File: src/rtl/mem_access_ctrl_pkg.sv
// Shared LC-3b types used by the data-memory access path.
// Holds the controller state encoding and the write lane masks.
package lc3b_types;

  typedef logic [15:0] lc3b_word;

  typedef enum logic [1:0] {
    IDLE = 2'd0,
    IND  = 2'd1,
    ACC  = 2'd2,
    DONE = 2'd3
  } mem_ctrl_state_t;

  localparam logic [1:0] BE_WORD = 2'b11;
  localparam logic [1:0] BE_HI   = 2'b10;
  localparam logic [1:0] BE_LO   = 2'b01;

endpackage

File: src/rtl/mem_access_ctrl_byte_lane.sv
// Byte lane steering between the 16-bit cache port and byte/word accesses.
// Purely combinational; no latency, no flow control.
module mem_byte_lane
  import lc3b_types::*;
(
  input  logic       a0,
  input  logic       is_byte,
  input  lc3b_word   wdata,
  input  lc3b_word   dmem_rdata,
  output logic [1:0] byte_enable,
  output lc3b_word   wdata_out,
  output lc3b_word   rdata_out
);

  always_comb begin
    byte_enable = BE_WORD;
    wdata_out   = wdata;
    rdata_out   = dmem_rdata;
    if (is_byte) begin
      // Store byte is replicated so either lane carries it; the mask picks one.
      byte_enable = a0 ? BE_HI : BE_LO;
      wdata_out   = {wdata[7:0], wdata[7:0]};
      rdata_out   = {8'h00, (a0 ? dmem_rdata[15:8] : dmem_rdata[7:0])};
    end
  end

endmodule

File: src/rtl/mem_access_ctrl.sv
// Data-memory access controller: LC-3b MEM stage to L1 data cache port.
// Latency: 2 cycles request-to-done_valid with immediate dmem_resp, +1 per wait cycle, +1 min for LDI/STI.
// Backpressure: stall held while an access is outstanding; strobes held until dmem_resp.
module mem_access_ctrl
  import lc3b_types::*;
(
  input  logic        clk,
  input  logic        rst_n,
  input  logic        req_valid,
  input  logic        req_read,
  input  logic        req_write,
  input  logic        req_byte,
  input  logic        req_indirect,
  input  logic [15:0] req_addr,
  input  logic [15:0] req_wdata,
  output logic        stall,
  output logic        done_valid,
  output logic [15:0] rdata,
  output logic        dmem_read,
  output logic        dmem_write,
  output logic [1:0]  dmem_byte_enable,
  output logic [15:0] dmem_address,
  output logic [15:0] dmem_wdata,
  input  logic [15:0] dmem_rdata,
  input  logic        dmem_resp
);

  mem_ctrl_state_t state;
  lc3b_word        a_q;
  lc3b_word        wdata_q;
  lc3b_word        rdata_q;
  logic            byte_q;
  logic            read_q;
  logic            write_q;

  logic            access_req;
  logic            lane_is_byte;
  logic [1:0]      lane_be;
  lc3b_word        lane_wdata;
  lc3b_word        lane_rdata;

  assign access_req = req_valid & (req_read | req_write);

  // The pointer fetch of LDI/STI is always a full word, whatever the final width.
  assign lane_is_byte = byte_q & (state != IND);

  mem_byte_lane u_lane (
    .a0          (a_q[0]),
    .is_byte     (lane_is_byte),
    .wdata       (wdata_q),
    .dmem_rdata  (dmem_rdata),
    .byte_enable (lane_be),
    .wdata_out   (lane_wdata),
    .rdata_out   (lane_rdata)
  );

  always_ff @(posedge clk) begin
    if (!rst_n) begin
      state   <= IDLE;
      a_q     <= '0;
      wdata_q <= '0;
      rdata_q <= '0;
      byte_q  <= 1'b0;
      read_q  <= 1'b0;
      write_q <= 1'b0;
    end else begin
      case (state)
        IDLE: begin
          if (access_req) begin
            a_q     <= req_addr;
            wdata_q <= req_wdata;
            byte_q  <= req_byte;
            read_q  <= req_read;
            write_q <= req_write;
            state   <= req_indirect ? IND : ACC;
          end
        end
        IND: begin
          if (dmem_resp) begin
            a_q   <= dmem_rdata;
            state <= ACC;
          end
        end
        ACC: begin
          if (dmem_resp) begin
            if (read_q) rdata_q <= lane_rdata;
            state <= DONE;
          end
        end
        DONE:    state <= IDLE;
        default: state <= IDLE;
      endcase
    end
  end

  assign dmem_read        = (state == IND) | ((state == ACC) & read_q);
  assign dmem_write       = (state == ACC) & write_q;
  assign dmem_address     = {a_q[15:1], 1'b0};
  assign dmem_byte_enable = lane_be;
  assign dmem_wdata       = lane_wdata;

  assign stall      = ((state == IDLE) & access_req) | (state == IND) | (state == ACC);
  assign done_valid = (state == DONE);
  assign rdata      = rdata_q;

endmodule
File: config.mk
export PLATFORM = sky130hd
export DESIGN_NAME = mem_access_ctrl
export DESIGN_NICKNAME = d
export VERILOG_FILES = /design/src/rtl/mem_access_ctrl_pkg.sv /design/src/rtl/mem_access_ctrl_byte_lane.sv /design/src/rtl/mem_access_ctrl.sv
export SDC_FILE = /design/constraint.sdc
export NUM_CORES = 1
export LEC_CHECK = 0
export CORE_ASPECT_RATIO = 0.9
export CORE_MARGIN = 4
export CORE_UTILIZATION = 39
export DETAILED_ROUTE_END_ITERATION = 6
export GPL_TIMING_DRIVEN = 0
export HOLD_SLACK_MARGIN = 0.08
export MAX_ROUTING_LAYER = met4
export PLACE_DENSITY_LB_ADDON = 0.2
export SYNTH_ARGS = -nofsm -noshare
export SYNTH_HDL_FRONTEND = slang
export SYNTH_SLANG_ARGS = --single-unit
export TNS_END_PERCENT = 50
File: constraint.sdc
create_clock -name clk -period 1.7 [get_ports clk]
set_clock_uncertainty 0.05 [all_clocks]
set_input_delay 0.34 -clock clk [delete_from_list [all_inputs] [get_ports clk]]
set_output_delay 0.34 -clock clk [all_outputs]
set_load 0.005 [all_outputs]
==> results, run 1 <==
- On the critical path, the stage with the largest delay is an instance of sky130_fd_sc_hd__dfxtp_4.
- Clock-pin slew was measured on the worst setup and hold paths at about 0.1 ns.
- The number of buffer cells added on primary ports is ~110.
- Yosys instantiated no cell more often than sky130_fd_sc_hd__nand2_1.
- The average via count per standard cell is around 5.
- The final non-filler cell total is ~530.
- The checks that failed: negative setup slack.
- The run finished, with violations left.
- The worst stage delay on the critical path is 0.40 ns.
- Relative to the synthesized area, the layout overhead comes to 60.7%.
- The leading area contributor after synthesis is sky130_fd_sc_hd__dfxtp_1.
- The power per cell area is 1300 nW/um2.
- The overall power after layout is 0.00552 W.
- The number of nets in the final layout is approximately 500.
- The synthesized design devotes to its leading area cell type 40.1% of total area.
- The internal portion of the total power is 0.00365 W.
- The width of the chip is 94.9 um.
- Yosys mapped the design onto 35 distinct sky130hd cell types.
- The synthesized design contains 0 enable-type register cells.
- The layout filler cell count is 577.
- Entering global routing, the biggest net connects 19 pins.
- The number of antenna repair diodes is 0.
- Of the total power, combinational logic draws 52.0%.
- TritonCTS built the clock tree.
- Summing every instance area after synthesis gives 2650 um2.
- Once the floorplan was initialized, standard cells occupied between 40 and 50% of the core.
- Clock tree synthesis selected as its root buffer the cell sky130_fd_sc_hd__clkbuf_8.
- The number of core rows is 28.
- The area of the multi-input gates is about 1400 um2.
- The portion of total power attributed to sequential cells is 31.7%.
- The number of nets in the synthesized netlist is 367.
- The share of the yosys chip area belonging to registers is around 40%.
- The routability congestion estimate is 0.844.
- The analysis attributes to net switching a power of 0.00187 W.
- The synthesized area per cell is a little under 9 um2.
- The detailed-route wire length is about 8.6 mm.
- The startpoint type of the worst setup path is a register.
- The routed layout has approximately 2700 vias.
- After layout, the worst setup slack is -0.298 ns.
- The first global-routing pass estimated between 10 and 15 mm of wire.
- The clock network accounts for 16.3% of the total power.
- After detailed routing, the number of remaining DRC violations is 0.
- The number of register bits inferred by synthesis is 53.
- The final-report hold violation count is 0.
- The final clock period utilization by the worst path is 118%.
- The number of antenna violations at the first check in global routing is 0.
- The die footprint is about 8000 um2.
- The cell count after synthesis came out at 306.
- By area the synthesized netlist is led by sky130_fd_sc_hd__dfxtp_1 (40%), sky130_fd_sc_hd__nand2_1 (9.2%), sky130_fd_sc_hd__a21boi_0 (7.4%), sky130_fd_sc_hd__a32oi_1 (5.0%), sky130_fd_sc_hd__buf_4 (4.3%).
- The detailed router finished its first iteration with around 140 violations.
- In this run the deepest clock path goes through 2 buffers.
- In this run the static leakage power is about 1.8 nW.
- Across the run, the number of max-cap violations was 0.
- The total count of max-transition violations in the final report was 0.
- The Yosys step of the flow raised 0 warnings.
- The path class of the lowest-slack min-delay path is in -> reg.
- The critical path endpoint category is an output pin.
- STA puts the critical path data required time at between 1 and 1.5 ns.
- VDD sags by at most roughly 0.91 mV.
- The post-placement cell count is 503.
- By count the netlist is led by sky130_fd_sc_hd__nand2_1 (65), sky130_fd_sc_hd__dfxtp_1 (53), sky130_fd_sc_hd__a21boi_0 (26).
- Of the cells placed in the final design, the portion with a size suffix greater than 1 is 27.1%.
- The global-route total usage across every layer is 20.9%.
- The overflow left after global routing is 0.
- The signal on the critical path passes through ha_4, nand2b_4, buf_6, mux2_2, buf_2.
- For this run, asynchronously set or reset flops after synthesis account for 0%.
- In this run the remaining antenna-violating nets after routing total 0.
- The switching fraction of total power is 33.8%.
- The placed wire-length estimate after detailed placement is 6.14 mm.
- The highest achievable clock rate is 500 MHz.
- Once layout is complete, the utilization of the core stands at 64.6%.
- The clock latency of the later-clocked register in the worst-skew pair is just over 0.3 ns.
- Counting every sink on the clock net gives 53.
- Setup repair after global routing could not meet its margin everywhere.
- The final setup violation count is 21.
- The core box area is 6590 um2.
- The first detailed-routing pass took 5 iterations.
- The sequential cell area in the final layout is 1080 um2.
- The number of clock buffers added by TritonCTS is 5.
- The data arrival time at the worst-slack endpoint is 1.61 ns.
- The die is around 86 um tall.
- Among all flip-flop cells after synthesis, the most frequent one is sky130_fd_sc_hd__dfxtp_1.
- The number of global-route vias before repair is 2615.
- The worst setup path is of the reg -> out kind.
- The final worst hold slack is ~0.40 ns.
- The pre-CTS setup slack is -0.584 ns.
- Of all nets on the critical path, the largest fanout is 5.
- 110 I/O pins were placed.
- The time the final worst path needs with I/O delays and setup is around 2 ns.
- The depth of the CTS H-tree is 2.
- The average routed wire per standard cell is 16.1 um.
-- cell families after synthesis --
family	count (synthesis)	share of synthesized area, %
adders and majority gates	5	2.36
DFF	53	40.1
buffers and inverters	56	11.8
other	1	0.142
muxes	10	4.30
and+or+nand+nor	97	15.0
AOI/OAI and AO/OA	84	26.3
-- power groups by stage --
stage	clock network, W	registers, W	logic [W]
detailed placement	0	0.00176	0.00236
global placement	0	0.00176	0.00233
global route	0.000974	0.00179	0.00311
floorplan	0	0.00175	0.00132
CTS	0.000919	0.00174	0.00261
finish	0.000902	0.00175	0.00287
-- cell usage in the layout (no fill, tap or decap), types with 3 or more instances in the layout --
master                            count
sky130_fd_sc_hd__ha_4                 3
sky130_fd_sc_hd__dfxtp_2              9
sky130_fd_sc_hd__a31oi_1              9
sky130_fd_sc_hd__nor2_1               9
sky130_fd_sc_hd__a32oi_1             15
sky130_fd_sc_hd__clkbuf_1             6
sky130_fd_sc_hd__buf_2                9
sky130_fd_sc_hd__inv_1               17
sky130_fd_sc_hd__mux2_4               5
sky130_fd_sc_hd__o221a_2              7
sky130_fd_sc_hd__nand3_1              9
sky130_fd_sc_hd__a21boi_0            24
sky130_fd_sc_hd__mux2_2               3
sky130_fd_sc_hd__nor2_2               6
sky130_fd_sc_hd__dfxtp_1             43
sky130_fd_sc_hd__o221a_1             10
sky130_fd_sc_hd__buf_4               37
sky130_fd_sc_hd__o21ai_0              8
sky130_fd_sc_hd__clkbuf_8             5
sky130_fd_sc_hd__clkdlybuf4s50_1     89
sky130_fd_sc_hd__buf_6               18
sky130_fd_sc_hd__inv_4                3
sky130_fd_sc_hd__nand2_1             65
sky130_fd_sc_hd__a21boi_1             3
-- worst max-delay path, delay by kind of cell (launching register included) --
kind	cells	cell delay, ns
buf+inv	2	0.25
simple gates	1	0.17
mux	1	0.32
fa+ha+maj	1	0.15
flops	1	0.40
-- repair_timing --
item	in CTS	in global routing
endpoints found under the setup margin	52	49
pin swaps	2	5
buffers inserted	19	4
resized for setup	82	34
cloned	0	1
hold buffers	0	0
-- registers in the layout, indices dropped and copies added, names as in the netlist --
name     count
a_q         16
rdata       16
wdata_q     16
state        2
byte_q       1
read_q       1
write_q      1
-- routing by layer --
metal / part of all wire (%) / vias to the layer above / track usage (%)
li1: - / 1327 / -
met4: 1.3 / 0 / 4.46
met5: 0 / - / -
met3: 6.8 / 17 / 4.04
met2: 47 / 103 / 32.5
met1: 44 / 1293 / 28.3
-- stage by stage --
stage	setup TNS, ns	area, um2
2_1_floorplan	-0.0154	2670
3_3_place_gp	-7.98	3860
3_5_place_dp	-8.75	3860
4_1_cts	-3.22	4140
5_1_grt	-4.42	4260
6_report	-3.15	4260
-- area by class of cell --
class	count	share of cell area [%]
multi-input cells	197	32.2
repair buffers	131	29.3
flip-flops and latches	53	25.3
plain buffers	33	5.85
well taps	90	2.65
inverters	20	1.94
clock buffers	5	1.62
clock inverters	3	1.12
-- final timing paths --
| check | from | slack [ns] | to | depth (start not counted) |
|---|---|---|---|---|
| worst max-delay path | state[0] | -0.30 | dmem_wdata[8] | 5 |
| worst min-delay path | rst_n | 0.40 | rdata[2] | 3 |
| worst min register to register | write_q | 0.41 | write_q | 2 |
| worst max register to register | state[1] | -0.02 | a_q[15] | 8 |
Note: power is estimated with default switching activity, not from simulation.
==> run 2, diff against run 1 <==
--- a/config.mk
+++ b/config.mk
@@ -12,7 +12,7 @@
 export GPL_TIMING_DRIVEN = 0
 export HOLD_SLACK_MARGIN = 0.08
 export MAX_ROUTING_LAYER = met4
-export PLACE_DENSITY_LB_ADDON = 0.2
+export PLACE_DENSITY = 0.77
 export SYNTH_ARGS = -nofsm -noshare
 export SYNTH_HDL_FRONTEND = slang
 export SYNTH_SLANG_ARGS = --single-unit
==> results, run 2 (synthesized netlist as in run 1, its figures left out) <==
- Run status: finished, violations left (unchanged).
- Failing checks: negative setup slack (unchanged).
- The placed wire-length estimate after detailed placement is 6.26 mm (was 6.14 mm).
- The final-report hold violation count is 0 (unchanged).
- The worst stage delay on the critical path was 0.40 ns (about the same).
- The leakage power of the design was 1.72 nW (was 1.78 nW).
- The final setup slack of the worst path is -0.284 ns (was -0.298 ns).
- The startpoint type of the worst setup path is a register (unchanged).
- The final worst hold slack came to 0.422 ns (was 0.401 ns).
- The average via count per standard cell is 5.23 (was 5.15).
- The overall power after layout is 0.00521 W (was 0.00552 W).
- The worst-path cell with the longest stage delay was sky130_fd_sc_hd__dfxtp_4 (unchanged).
- Unrepaired setup endpoints after global routing: yes (unchanged).
- The clock transition at the registers of the reported paths is 0.11 ns (was 0.10 ns).
- The data arrival time at the worst-slack endpoint was 1.59 ns (was 1.61 ns).
- The overflow left after global routing is 0 (unchanged).
- The area added between synthesis and finish is 57.6% (was 60.7%).
- The number of nets in the final layout was 497 (was 502).
- The post-route standard cell area excluding fillers is 4170 um2 (was 4260 um2).
- The time the final worst path needs with I/O delays and setup is 1.98 ns (was 2.00 ns).
- The number of buffers on the longest clock path is 2 (unchanged).
- The CTS root buffer is sky130_fd_sc_hd__clkbuf_8 (unchanged).
- The fraction of met2 tracks used by global routing is 33.3% (was 32.5%).
- The highest achievable clock rate is 504 MHz (was 500 MHz).
- The average routed wire per standard cell came to 15.7 um (was 16.1 um).
- The final routed DRC violation total is 0 (unchanged).
- The clock latency of the later-clocked register in the worst-skew pair is 0.31 ns (about the same).
- The core box area is 6590 um2 (unchanged).
- The critical path start-end classification is reg -> out (unchanged).
- The final standard cell utilization of the core is 63.4% (was 64.6%).
- The final clock period utilization by the worst path is 117% (was 118%).
- The worst ir drop on vdd is 0.599 mV (was 0.909 mV).
- The ratio of cells with drive above 1 in the final layout is 24.3% (was 27.1%).
- The count of pins on the block boundary is 110 (unchanged).
- The global-route total usage across every layer is 20.7% (was 20.9%).
- The met1 track utilization from global routing came to 26.9% (was 28.3%).
- The path class of the lowest-slack min-delay path is reg -> reg (was in -> reg).
- The number of buffers inserted during clock tree synthesis is 5 (unchanged).
- The cell area after placement is 3860 um2 (unchanged).
- The total via count after detailed routing came to 2757 (was 2740).
- The global-route wire length before repair is 13.0 mm (was 13.1 mm).
- The maximum fanout along the worst path is 5 (unchanged).
- The total count of max-transition violations in the final report is 0 (unchanged).
- The number of antenna repair diodes came to 0 (unchanged).
- The detailed-route wire length is 8.28 mm (was 8.58 mm).
- The starting utilization of the core area is 40.2% (unchanged).
- The count of nets left with antenna violations after detail routing was 0 (unchanged).
- Commonest cells after routing, fill and taps aside: sky130_fd_sc_hd__clkdlybuf4s50_1 (90), sky130_fd_sc_hd__nand2_1 (65), sky130_fd_sc_hd__dfxtp_1 (43) (was sky130_fd_sc_hd__clkdlybuf4s50_1 (89), sky130_fd_sc_hd__nand2_1 (65), sky130_fd_sc_hd__dfxtp_1 (43)).
- The power per cell area is 1250 nW/um2 (was 1300 nW/um2).
- The TritonCTS clock tree is yes (unchanged).
- The width of the chip is 94.9 um (unchanged).
- The number of global-route vias before repair is 2628 (was 2615).
- The largest net degree at the start of global routing is 19 (unchanged).
- The most common cell after layout, fill and taps aside was sky130_fd_sc_hd__clkdlybuf4s50_1 (unchanged).
- The number of maximum-capacitance violations is 0 (unchanged).
- The depth of the CTS H-tree is 2 (unchanged).
- The final setup violation count is 12 (was 21).
- The critical path buffer and inverter count was 2 (unchanged).
- The met3 demand-to-capacity share in global routing is 2.98% (was 4.04%).
- The overall die height came to 86.2 um (unchanged).
- The number of core rows is 28 (unchanged).
- The critical path endpoint category is an output pin (unchanged).
- Cells along the critical path: ha_4, nand2b_4, buf_4, mux2_2, buf_2 (was ha_4, nand2b_4, buf_6, mux2_2, buf_2).
- The first-pass iteration count of the detailed router is 5 (unchanged).
- The number of antenna violations at the first check in global routing is 0 (unchanged).
- The initial DRC count is 140 (was 138).
- The number of buffer cells added on primary ports is 107 (unchanged).
- The dominant delay contributor by cell family on the critical path was flip-flops (unchanged).
- The routability congestion estimate is 0.872 (was 0.844).
- The number of hold buffers added after cts is 0 (unchanged).
- The busiest layer in global routing is met2 (unchanged).
- The die footprint is 8170 um2 (unchanged).
- The required time of the critical path came to 1.31 ns (about the same).
- The number of clock sinks was 53 (unchanged).
==> run 2: cell types whose count changed in the layout (fill, tap and decap cells not counted), sizes merged <==
cell,before,now
clkdlybuf4s50,89,90
dlymetal6s2s,1,0
clkinvlp,0,2
inv,22,21
bufinv,1,0
buf,66,61
==> run 2: stage by stage <==
step	setup TNS (ns)	setup slack [ns]	std cells
floorplan	-0.0154	-0.0154	306
global placement	-8.04	-0.574	503
detailed placement	-9.16	-0.568	503
CTS	-2.86	-0.293	524
global route	-3.47	-0.337	527
finish	-2.79	-0.284	527
==> run 2: path summary, 6_finish.rpt <==
kind | start | end | slack, ns | depth (start not counted)
setup / recovery | state[0] | dmem_wdata[8] | -0.28 | 5
hold / removal | rdata[9] | rdata[9] | 0.42 | 2
setup reg to reg | state[1] | a_q[5] | 0.02 | 8
hold reg to reg | rdata[9] | rdata[9] | 0.42 | 2
==> run 2: power breakdown <==
group          total, W  internal [W]  switching, W  leakage, nW
combinational   0.00268       0.00153       0.00115         1.24
sequential      0.00176       0.00156      0.000202        0.438
clock          0.000766      0.000300      0.000465       0.0423
total           0.00521       0.00339       0.00181         1.72
==> run 2: what timing repair did <==
item,4_1_cts,5_1_grt
setup buffers,15,4
pin swaps,2,3
gates resized for setup,79,26
endpoints found under the setup margin,52,40
==> run 2: cell type report <==
class | count | area [um2]
Timing Repair Buffer | 126 | 1210
Tap cell | 90 | 113
Buffer | 33 | 240
Sequential cell | 53 | 1080
Fill cell | 579 | 2410
Inverter | 20 | 82.6
Multi-Input combinational cell | 197 | 1350
Clock inverter | 3 | 26.3
Clock buffer | 5 | 68.8
==> run 2: per-layer routing <==
layer | up-vias | wire length [um]
met5 | - | 0
met3 | 15 | 599
met4 | 0 | 125
met2 | 122 | 3910
li1 | 1320 | -
met1 | 1300 | 3640
==> run 2: worst reg2reg max path, stage by stage, from the launching register on <==
cell and delay (ns):
sky130_fd_sc_hd__dfxtp_2 0.36, sky130_fd_sc_hd__inv_4 0.04, sky130_fd_sc_hd__buf_4 0.14, sky130_fd_sc_hd__ha_4 0.17
sky130_fd_sc_hd__buf_8 0.12, sky130_fd_sc_hd__buf_8 0.13, sky130_fd_sc_hd__buf_2 0.18, sky130_fd_sc_hd__a32oi_1 0.24
sky130_fd_sc_hd__o221a_1 0.22
